--- src/rtl/rr_mux_scheduler_if.sv ---
// rtl/rr_mux_scheduler_if.sv - requester bank / consumer bundle for the 8:1 round-robin scheduler
interface rr_mux_scheduler_if #(
    parameter int DATA_W = 1
);
    logic [7:0]          req;
    logic [8*DATA_W-1:0] din;
    logic                out_ready;
    logic                out_valid;
    logic [DATA_W-1:0]   dout;
    logic [2:0]          sel;
    logic [7:0]          grant;
    logic                busy;

    modport master (
        input  req, din, out_ready,
        output out_valid, dout, sel, grant, busy
    );

    modport slave (
        output req, din, out_ready,
        input  out_valid, dout, sel, grant, busy
    );
endinterface

--- src/rtl/rr_mux_scheduler.sv ---
// rtl/rr_mux_scheduler.sv - 8:1 burst round-robin scheduler with internal mux; ARB_FIXED_PRIO_EN selects fixed lowest-index priority
module rr_mux_scheduler #(
    parameter int DATA_W    = 1,
    parameter int MAX_BURST = 4
) (
    input logic               clk,
    input logic               rst,
    rr_mux_scheduler_if.master bus
);
    typedef enum logic {IDLE, GNT} state_t;

    localparam logic [3:0] BURST_LEN = 4'(MAX_BURST);

    state_t      state, state_nxt;
    logic [2:0]  sel, sel_nxt;
    logic [7:0]  grant, grant_nxt;
    logic [3:0]  beat_cnt, beat_cnt_nxt;
    logic [2:0]  pick;
    logic        pick_vld;
    logic        out_valid;
    logic        xfer;
    logic [DATA_W-1:0] lanes [8];

`ifndef ARB_FIXED_PRIO_EN
    logic [2:0]  ptr, ptr_nxt;
    logic [2:0]  idx;
`endif

    for (genvar i = 0; i < 8; i++) begin : g_lane
        assign lanes[i] = bus.din[i*DATA_W +: DATA_W];
    end

    // First requester at or after the rotation pointer wins.
    always_comb begin
        pick     = '0;
        pick_vld = 1'b0;
`ifdef ARB_FIXED_PRIO_EN
        for (int k = 7; k >= 0; k--) begin
            if (bus.req[k]) begin
                pick     = 3'(k);
                pick_vld = 1'b1;
            end
        end
`else
        idx = '0;
        for (int k = 0; k < 8; k++) begin
            idx = ptr + 3'(k);
            if (!pick_vld && bus.req[idx]) begin
                pick     = idx;
                pick_vld = 1'b1;
            end
        end
`endif
    end

    assign out_valid = (state == GNT) && bus.req[sel];
    assign xfer      = out_valid && bus.out_ready;

    always_comb begin
        state_nxt    = state;
        sel_nxt      = sel;
        grant_nxt    = grant;
        beat_cnt_nxt = beat_cnt;
`ifndef ARB_FIXED_PRIO_EN
        ptr_nxt      = ptr;
`endif
        case (state)
            IDLE: begin
                if (pick_vld) begin
                    sel_nxt      = pick;
                    grant_nxt    = 8'b1 << pick;
                    beat_cnt_nxt = '0;
                    state_nxt    = GNT;
                end
            end
            GNT: begin
                if (!bus.req[sel] || (xfer && (beat_cnt + 4'd1 == BURST_LEN))) begin
                    grant_nxt = '0;
                    state_nxt = IDLE;
`ifndef ARB_FIXED_PRIO_EN
                    ptr_nxt   = sel + 3'd1;
`endif
                end
                if (xfer) begin
                    beat_cnt_nxt = beat_cnt + 4'd1;
                end
            end
            default: state_nxt = IDLE;
        endcase
    end

    always_ff @(posedge clk) begin
        if (rst) begin
            state    <= IDLE;
            sel      <= '0;
            grant    <= '0;
            beat_cnt <= '0;
`ifndef ARB_FIXED_PRIO_EN
            ptr      <= '0;
`endif
        end else begin
            state    <= state_nxt;
            sel      <= sel_nxt;
            grant    <= grant_nxt;
            beat_cnt <= beat_cnt_nxt;
`ifndef ARB_FIXED_PRIO_EN
            ptr      <= ptr_nxt;
`endif
        end
    end

    assign bus.out_valid = out_valid;
    assign bus.dout      = out_valid ? lanes[sel] : '0;
    assign bus.sel       = sel;
    assign bus.grant     = grant;
    assign bus.busy      = (state == GNT);
endmodule
--- src/flat_wrapper.sv ---
// flat-port wrapper written by rule: the top's interface ports become plain ports
module rr_mux_scheduler_flat 
#(
    parameter int DATA_W    = 1,
    parameter int MAX_BURST = 4
)
  (clk, rst, bus_req, bus_din, bus_out_ready, bus_out_valid, bus_dout, bus_sel, bus_grant, bus_busy);
  rr_mux_scheduler_if #(.DATA_W(DATA_W)) bus_i ();
  input logic clk;
  input logic rst;
  input wire logic [$bits(bus_i.req)-1:0] bus_req;
  input wire logic [$bits(bus_i.din)-1:0] bus_din;
  input wire logic [$bits(bus_i.out_ready)-1:0] bus_out_ready;
  output wire logic [$bits(bus_i.out_valid)-1:0] bus_out_valid;
  output wire logic [$bits(bus_i.dout)-1:0] bus_dout;
  output wire logic [$bits(bus_i.sel)-1:0] bus_sel;
  output wire logic [$bits(bus_i.grant)-1:0] bus_grant;
  output wire logic [$bits(bus_i.busy)-1:0] bus_busy;
  assign bus_i.req = bus_req;
  assign bus_i.din = bus_din;
  assign bus_i.out_ready = bus_out_ready;
  assign bus_out_valid = bus_i.out_valid;
  assign bus_dout = bus_i.dout;
  assign bus_sel = bus_i.sel;
  assign bus_grant = bus_i.grant;
  assign bus_busy = bus_i.busy;
  rr_mux_scheduler #(.DATA_W(DATA_W), .MAX_BURST(MAX_BURST)) u_core (.clk(clk), .rst(rst), .bus(bus_i));
endmodule
--- config.mk ---
export PLATFORM = sky130hd
export DESIGN_NAME = rr_mux_scheduler_flat
export DESIGN_NICKNAME = d
export VERILOG_FILES = /design/src/rtl/rr_mux_scheduler_if.sv /design/src/rtl/rr_mux_scheduler.sv /design/src/flat_wrapper.sv
export SDC_FILE = /design/constraint.sdc
export NUM_CORES = 1
export LEC_CHECK = 0
export ABC_AREA = 1
export BUFFER_PORTS_ARGS = -buffer_cell sky130_fd_sc_hd__buf_2
export CORE_AREA = 2 2 59 61
export DETAILED_ROUTE_END_ITERATION = 16
export DIE_AREA = 0 0 61 63
export GPL_TIMING_DRIVEN = 0
export MAX_ROUTING_LAYER = met4
export PLACE_DENSITY = 0.82
export SETUP_SLACK_MARGIN = 0.1
export SKIP_CTS_REPAIR_TIMING = 1
export SYNTH_ARGS = -nofsm -noshare
export SYNTH_HDL_FRONTEND = slang
export SYNTH_SLANG_ARGS = --single-unit
--- constraint.sdc ---
create_clock -name clk -period 3.9 [get_ports clk]
set_input_delay 0.39 -clock clk [delete_from_list [all_inputs] [get_ports clk]]
set_output_delay 0.39 -clock clk [all_outputs]
set_load 0.02 [all_outputs]
After elaboration in Yosys (flattened, before gate mapping)

Index checks and enable logic that the tools add are counted.

Bitwise logic cells: 2
$add $sub $neg: 9
Order comparisons: 10
Equality and inequality tests: 4
Reduce and logical (&&, ||, !) cells: 23
Shift operators: 1
Muxes and demuxes: 47

Operator list:

| kind                                                      | number |
|---|---|
| < comparator 3 x 4 -> 1 bit (second input constant)       | 9 |
| binary-select mux 1 bit (select 3 bit)                    | 10 |
| 2-to-1 mux 3 bit                                          | 8 |
| 2-to-1 mux 1 bit                                          | 22 |
| 2-to-1 mux 8 bit                                          | 2 |
| one-hot mux 8 bit (2 select lines)                        | 1 |
| adder 3 bit (second input constant)                       | 4 |
| logical AND 1 bit                                         | 10 |
| logical NOT 1 bit                                         | 8 |
| 2-to-1 mux 4 bit                                          | 2 |
| one-hot mux 4 bit (2 select lines)                        | 1 |
| AND reduction 2 bit                                       | 4 |
| << shifter 1 x 3 -> 8 bit (first input constant)          | 1 |
| adder 3 x 1 -> 3 bit (second input constant)              | 2 |
| adder 3 x 2 -> 3 bit (second input constant)              | 2 |
| adder 4 x 1 -> 4 bit (second input constant)              | 1 |
| equality test 4 x 3 -> 1 bit (second input constant)      | 1 |
| greater-or-equal comparator 4 bit (second input constant) | 1 |
| inequality test 2 bit (second input constant)             | 2 |
| inverter 3 -> 4 bit                                       | 1 |
| inequality test 2 x 1 -> 1 bit (second input constant)    | 1 |
| one-hot mux 1 bit (2 select lines)                        | 1 |
| logical OR 1 bit                                          | 1 |
| inverter 1 bit                                            | 1 |

Register bits: 19
Bits of input ports: 19

Longest topological paths before layout

Depth after elaboration: 27
Gate-level depth with buffers: 20
Depth with buffers taken out: 18

Worst setup path before layout

OpenSTA, ideal clock, no wires.

Path kind: register to register
Start point: register u_core.ptr[0]
End point: register u_core.beat_cnt[2]
Buffers on the path: 3
Arrival: 2.419 ns
Setup slack: 1.366 ns
Period minus slack after synthesis: 2.534 ns
Required time: 3.785 ns
Cell stages (with the launch flop): 18
Cells stage by stage: dfxtp_1 > buf_6 > inv_6 > buf_8 > ha_1 > inv_1 > nand3_2 > nand2_2 > nor2_1 > a31oi_2 > inv_2 > nor2_8 > nand3b_2 > nand2_2 > buf_6 > nand2_4 > a21oi_1 > nor3_2

Longest elaborated chain between the ends: 26
Elaborated cells on any way between the ends: 47

RTL lines:

| element                                                       | RTL line                | RTL |
|---|---|---|
| from (decl)                                                   | rr_mux_scheduler.sv:25  | `logic [2:0] ptr, ptr_nxt;` |
| from (signal assigned)                                        | rr_mux_scheduler.sv:107 | `ptr <= ptr_nxt;` |
| branches (longest 23 deep; another with adder 3 x 1 -> 3 bit) | n/a                     |  |
| 2-to-1 mux 1 bit (*)                                          | rr_mux_scheduler.sv:48  | `if (!pick_vld && bus.req[idx]) begin` |
| inequality test 2 x 1 -> 1 bit (no line) (*)                  | n/a                     |  |
| AND reduction 2 bit (no line) (*)                             | n/a                     |  |
| to (signal assigned)                                          | rr_mux_scheduler.sv:105 | `beat_cnt <= beat_cnt_nxt;` |
| to (decl)                                                     | rr_mux_scheduler.sv:17  | `logic [3:0] beat_cnt, beat_cnt_nxt;` |

Every way passes the cells marked *. The select of a mux whose other input is x is not followed.
A chain may end at the register's enable or synchronous reset.

Final worst setup path

Same ends and word-level chain as after synthesis.

==> run_summary.xml <==
<?xml version="1.0" encoding="UTF-8"?>
<metrics>
  <group name="layout">
    <metric name="layout_commonest_cell" unit="">sky130_fd_sc_hd__nand2_1</metric>
    <metric name="layout.cells.non_filler" unit="">354</metric>
    <metric name="diodes" unit="">0</metric>
    <metric name="area.growth.synth_to_final" unit="%">13.18</metric>
    <metric name="post_route_cells_drive_above_1_share" unit="%">28.90</metric>
    <metric name="most_frequent_cells_in_the_layout" unit="">53 x sky130_fd_sc_hd__nand2_1, 35 x sky130_fd_sc_hd__buf_2, 35 x sky130_fd_sc_hd__nand3_1, 33 x sky130_fd_sc_hd__nor2_1, 22 x sky130_fd_sc_hd__inv_1</metric>
    <metric name="number_of_nets_at_the_end_of_the_flow" unit="">332</metric>
    <metric name="filler_instances" unit="">314</metric>
  </group>
  <group name="worst_hold_path">
    <metric name="hold_path_cells" unit="">2</metric>
    <metric name="worst_hold_startpoint" unit="">rst</metric>
    <metric name="endpoint_with_the_worst_hold_slack" unit="">u_core.bus.busy$_SDFF_PP0_</metric>
    <metric name="holdCritPathClass" unit="">in2reg</metric>
  </group>
  <group name="logic_synthesis">
    <metric name="predominant_post_synthesis_flop_cell" unit="">sky130_fd_sc_hd__dfxtp_1</metric>
    <metric name="synth_top_cells_by_area" unit="">sky130_fd_sc_hd__dfxtp_1 21%, sky130_fd_sc_hd__nand2_1 11%, sky130_fd_sc_hd__nand3_1 9.5%</metric>
    <metric name="yosysTopAreaCell" unit="">sky130_fd_sc_hd__dfxtp_1</metric>
    <metric name="synth-async-reset-ratio" unit="%">0</metric>
    <metric name="mappedNetlistArea" unit="mm^2">0.001852</metric>
    <metric name="post_synth_num_cell_types" unit="">38</metric>
    <metric name="synthesis.area_per_instance" unit="um^2">6.808</metric>
    <metric name="synth.ff_latch_count" unit="">19</metric>
    <metric name="synth.net_count" unit="">295</metric>
    <metric name="synth_enable_flop_cells" unit="">0</metric>
    <metric name="synth.yosys.warnings" unit="">0</metric>
    <metric name="post_synthesis_cell_count" unit="">272</metric>
    <metric name="yosysTopAreaCellShare" unit="%">20.54</metric>
    <metric name="synth-seq-area-share" unit="%">20.54</metric>
  </group>
  <group name="place">
    <metric name="globalplace.congestion" unit="">0.9223</metric>
    <metric name="detailedPlace.worstSlack" unit="ns">1.016</metric>
    <metric name="place.detailed.hpwl" unit="um">3294</metric>
    <metric name="placement.io_buffers" unit="">32</metric>
    <metric name="place.detailed.instances" unit="">350</metric>
  </group>
  <group name="sta">
    <metric name="clock.fmax" unit="GHz">0.3408</metric>
    <metric name="setup_repair_after_global_routing_missed_its_margin" unit="">no</metric>
    <metric name="fin_hold_ws" unit="ns">0.3380</metric>
    <metric name="setup_total_negative_slack" unit="ns">0</metric>
    <metric name="hold_viol_final" unit="">0</metric>
    <metric name="maxSlewViolCount" unit="">0</metric>
    <metric name="worst-slew-pin-transition" unit="ns">0.4458</metric>
    <metric name="finalWorstSetupSlack" unit="ns">0.9656</metric>
    <metric name="worst_clock_skew" unit="ns">0.003884</metric>
    <metric name="timing.final.crit_period" unit="ns">2.934</metric>
    <metric name="finalSetupViolations" unit="">0</metric>
    <metric name="final_min_period_over_clock_period" unit="%">75.24</metric>
    <metric name="timing.max_slew.rel_slack" unit="%">70.28</metric>
  </group>
  <group name="clock_tree">
    <metric name="clk_tree_root_cell" unit="">sky130_fd_sc_hd__clkbuf_4</metric>
    <metric name="cts-htree-levels" unit="">1</metric>
    <metric name="cts.clk_slew.worst_paths" unit="ns">0.11</metric>
    <metric name="cts.sinks" unit="">19</metric>
    <metric name="insertion_delay" unit="ns">0.30</metric>
    <metric name="cts_tree" unit="">built</metric>
    <metric name="cts_buffer_depth" unit="">2</metric>
    <metric name="tritoncts.num_buffers" unit="">3</metric>
  </group>
  <group name="routing">
    <metric name="detail_route.vias_per_cell" unit="">5.291</metric>
    <metric name="detail_route.first_pass.iterations" unit="">5</metric>
    <metric name="routed_via_count" unit="">1873</metric>
    <metric name="route.final.wire_length" unit="um">4107</metric>
    <metric name="remaining_antenna_violation_count" unit="">0</metric>
    <metric name="drt_iter0_markers" unit="">65</metric>
    <metric name="drt-wirelength-per-cell" unit="um">11.60</metric>
    <metric name="post-route-drc-count" unit="">0</metric>
  </group>
  <group name="critical_path">
    <metric name="timing.critical_path.from_type" unit="">flop</metric>
    <metric name="critical_path.slowest_cell" unit="">sky130_fd_sc_hd__ha_1</metric>
    <metric name="worstSetupPathType" unit="">reg2reg</metric>
    <metric name="number_of_cells_on_the_worst_reg_to_reg_path" unit="">18</metric>
    <metric name="cp_cell_sequence" unit="">buf_6 &gt; inv_6 &gt; buf_8 &gt; ha_1 &gt; inv_1 &gt; nand3_2 &gt; nand2_2 &gt; nor2_1 &gt; a31oi_2 &gt; inv_2 &gt; nor2_8 &gt; nand3b_2 &gt; nand2_2 &gt; buf_6 &gt; nand2_4 &gt; nand2_1 &gt; nor2_1 &gt; nor3_2</metric>
    <metric name="timing.critical_path.fanout_max" unit="">10</metric>
    <metric name="critical_path_end_type" unit="">flop</metric>
    <metric name="startpoint" unit="">u_core.ptr[0]$_SDFFE_PP0P_</metric>
    <metric name="slowest_delay" unit="ns">0.43</metric>
    <metric name="required" unit="ns">4.13</metric>
    <metric name="regToRegStartpoint" unit="">u_core.ptr[0]$_SDFFE_PP0P_</metric>
    <metric name="critical_path.n_buffers_inverters" unit="">6</metric>
    <metric name="timing.critical_path.arrival" unit="ns">3.17</metric>
    <metric name="critical_path.reg2reg.endpoint" unit="">u_core.beat_cnt[2]$_SDFFE_PP0P_</metric>
    <metric name="ff2ff_setup_slack" unit="ns">0.97</metric>
    <metric name="crit_family" unit="">simple AND/OR/NAND/NOR gates</metric>
  </group>
  <group name="die">
    <metric name="die_width" unit="um">61</metric>
    <metric name="die_h" unit="um">63</metric>
    <metric name="top_level_ports" unit="">33</metric>
    <metric name="design.core.area" unit="mm^2">0.003232</metric>
    <metric name="initial_utilization" unit="%">57.30</metric>
    <metric name="rows" unit="">21</metric>
    <metric name="overall_die_area" unit="mm^2">0.003843</metric>
  </group>
  <group name="grt">
    <metric name="met1_usage" unit="%">32.19</metric>
    <metric name="total_global_routing_track_utilization" unit="%">24.92</metric>
    <metric name="grt_first_pass_wirelength" unit="um">7479</metric>
    <metric name="overflow" unit="">0</metric>
    <metric name="grt_max_degree" unit="">11</metric>
    <metric name="gr-max-usage-layer" unit="">met2</metric>
    <metric name="grt_use_met3" unit="%">3.106</metric>
    <metric name="grt.met2_usage" unit="%">41.94</metric>
    <metric name="antenna_found_initial" unit="">0</metric>
    <metric name="number_of_global_route_vias_before_repair" unit="">1773</metric>
  </group>
  <group name="power">
    <metric name="power_density" unit="mW/mm^2">884.4</metric>
    <metric name="power.ir.vdd_worst" unit="mV">0.4727</metric>
    <metric name="report.power.total" unit="W">0.001854</metric>
    <metric name="power_leakage" unit="nW">0.9972</metric>
  </group>
  <group name="outcome">
    <metric name="run_status" unit="">finished, final reports clean</metric>
  </group>
  <group name="run">
    <metric name="cap_violations" unit="">0</metric>
  </group>
</metrics>
-- registers in the layout, indices dropped and copies added (netlist names) --
register and cells:
u_core.bus.grant 8, u_core.beat_cnt 4, u_core.bus.sel 3, u_core.ptr 3, u_core.bus.busy 1
-- how the worst max path moves through the flow --
stage	to	slack (ns)	cells after the start
global route	u_core.bus.grant[7]$_SDFFE_PP0P_	0.74	18
floorplan	u_core.beat_cnt[2]$_SDFFE_PP0P_	1.37	17
global placement	u_core.beat_cnt[2]$_SDFFE_PP0P_	1.05	17
finish	u_core.beat_cnt[2]$_SDFFE_PP0P_	0.97	18
detailed placement	u_core.beat_cnt[2]$_SDFFE_PP0P_	1.02	17
CTS	u_core.beat_cnt[2]$_SDFFE_PP0P_	0.98	18
-- cell usage after synthesis, types with 2 or more instances --
cell                       n
sky130_fd_sc_hd__a21oi_1  16
sky130_fd_sc_hd__buf_2     3
sky130_fd_sc_hd__buf_6     3
sky130_fd_sc_hd__dfxtp_1  19
sky130_fd_sc_hd__ha_1      4
sky130_fd_sc_hd__inv_1    22
sky130_fd_sc_hd__inv_2     7
sky130_fd_sc_hd__nand2_1  53
sky130_fd_sc_hd__nand2_2   7
sky130_fd_sc_hd__nand2_4   9
sky130_fd_sc_hd__nand3_1  35
sky130_fd_sc_hd__nand3_2   9
sky130_fd_sc_hd__nand3_4   2
sky130_fd_sc_hd__nand4_1   7
sky130_fd_sc_hd__nor2_1   33
sky130_fd_sc_hd__nor2_2    3
sky130_fd_sc_hd__nor2_8    2
sky130_fd_sc_hd__o21ai_0  13
sky130_fd_sc_hd__o21ai_1   4
sky130_fd_sc_hd__xnor2_1   2
sky130_fd_sc_hd__xor2_1    2
-- power by group --
group / leakage, nW / internal, W / switching [W]
logic: 0.827 / 0.000482 / 0.000980
clock network: 0.0150 / 0.0000398 / 0.0000617
registers: 0.155 / 0.000248 / 0.0000422
total: 0.997 / 0.000770 / 0.00108
-- worst register-to-register path: stages, from the launching register on --
cell and delay (ns):
sky130_fd_sc_hd__dfxtp_1 0.38, sky130_fd_sc_hd__buf_6 0.15, sky130_fd_sc_hd__inv_6 0.04, sky130_fd_sc_hd__buf_8 0.14, sky130_fd_sc_hd__ha_1 0.43, sky130_fd_sc_hd__inv_1 0.30
sky130_fd_sc_hd__nand3_2 0.16, sky130_fd_sc_hd__nand2_2 0.09, sky130_fd_sc_hd__nor2_1 0.06, sky130_fd_sc_hd__a31oi_2 0.21, sky130_fd_sc_hd__inv_2 0.10, sky130_fd_sc_hd__nor2_8 0.15
sky130_fd_sc_hd__nand3b_2 0.09, sky130_fd_sc_hd__nand2_2 0.08, sky130_fd_sc_hd__buf_6 0.16, sky130_fd_sc_hd__nand2_4 0.08, sky130_fd_sc_hd__nand2_1 0.07, sky130_fd_sc_hd__nor2_1 0.05
sky130_fd_sc_hd__nor3_2 0.14
-- per-layer routing --
metal  up-vias  part of all wire, %
met2        44                   49
li1        970                    -
met3         6                  3.8
met5         -                    0
met1       853                   46
met4         0                  1.0
-- stage by stage --
stage | utilization, % | instance area (um^2)
floorplan | - | 1852
global placement | 64.03 | 2069
detailed placement | 64.03 | 2069
CTS | 64.85 | 2096
global route | 64.85 | 2096
finish | 64.85 | 2096
-- final cells by class --
cell class / instances / area (um^2) / share of cell area [%]
clock buffers: 4 / 26.28 / 1.254
plain buffers: 8 / 67.56 / 3.224
inverters: 30 / 117.6 / 5.612
well taps: 46 / 57.56 / 2.746
multi-input cells: 215 / 1286 / 61.37
flip-flops and latches: 19 / 380.4 / 18.15
repair buffers: 32 / 160.2 / 7.642
-- logic make-up (layout without fill, tap and decap cells) --
logic type,count (synthesis),in the layout,synth area share [%]
AO/OA/AOI/OAI,41,41,12.57
XOR/XNOR,6,6,4.258
adder cells (fa/ha/maj),4,4,2.703
buffers and inverters,38,74,10.00
flip-flops,19,19,20.54
AND/OR/NAND/NOR,164,164,49.93
Power figures use the tool's default switching activity.
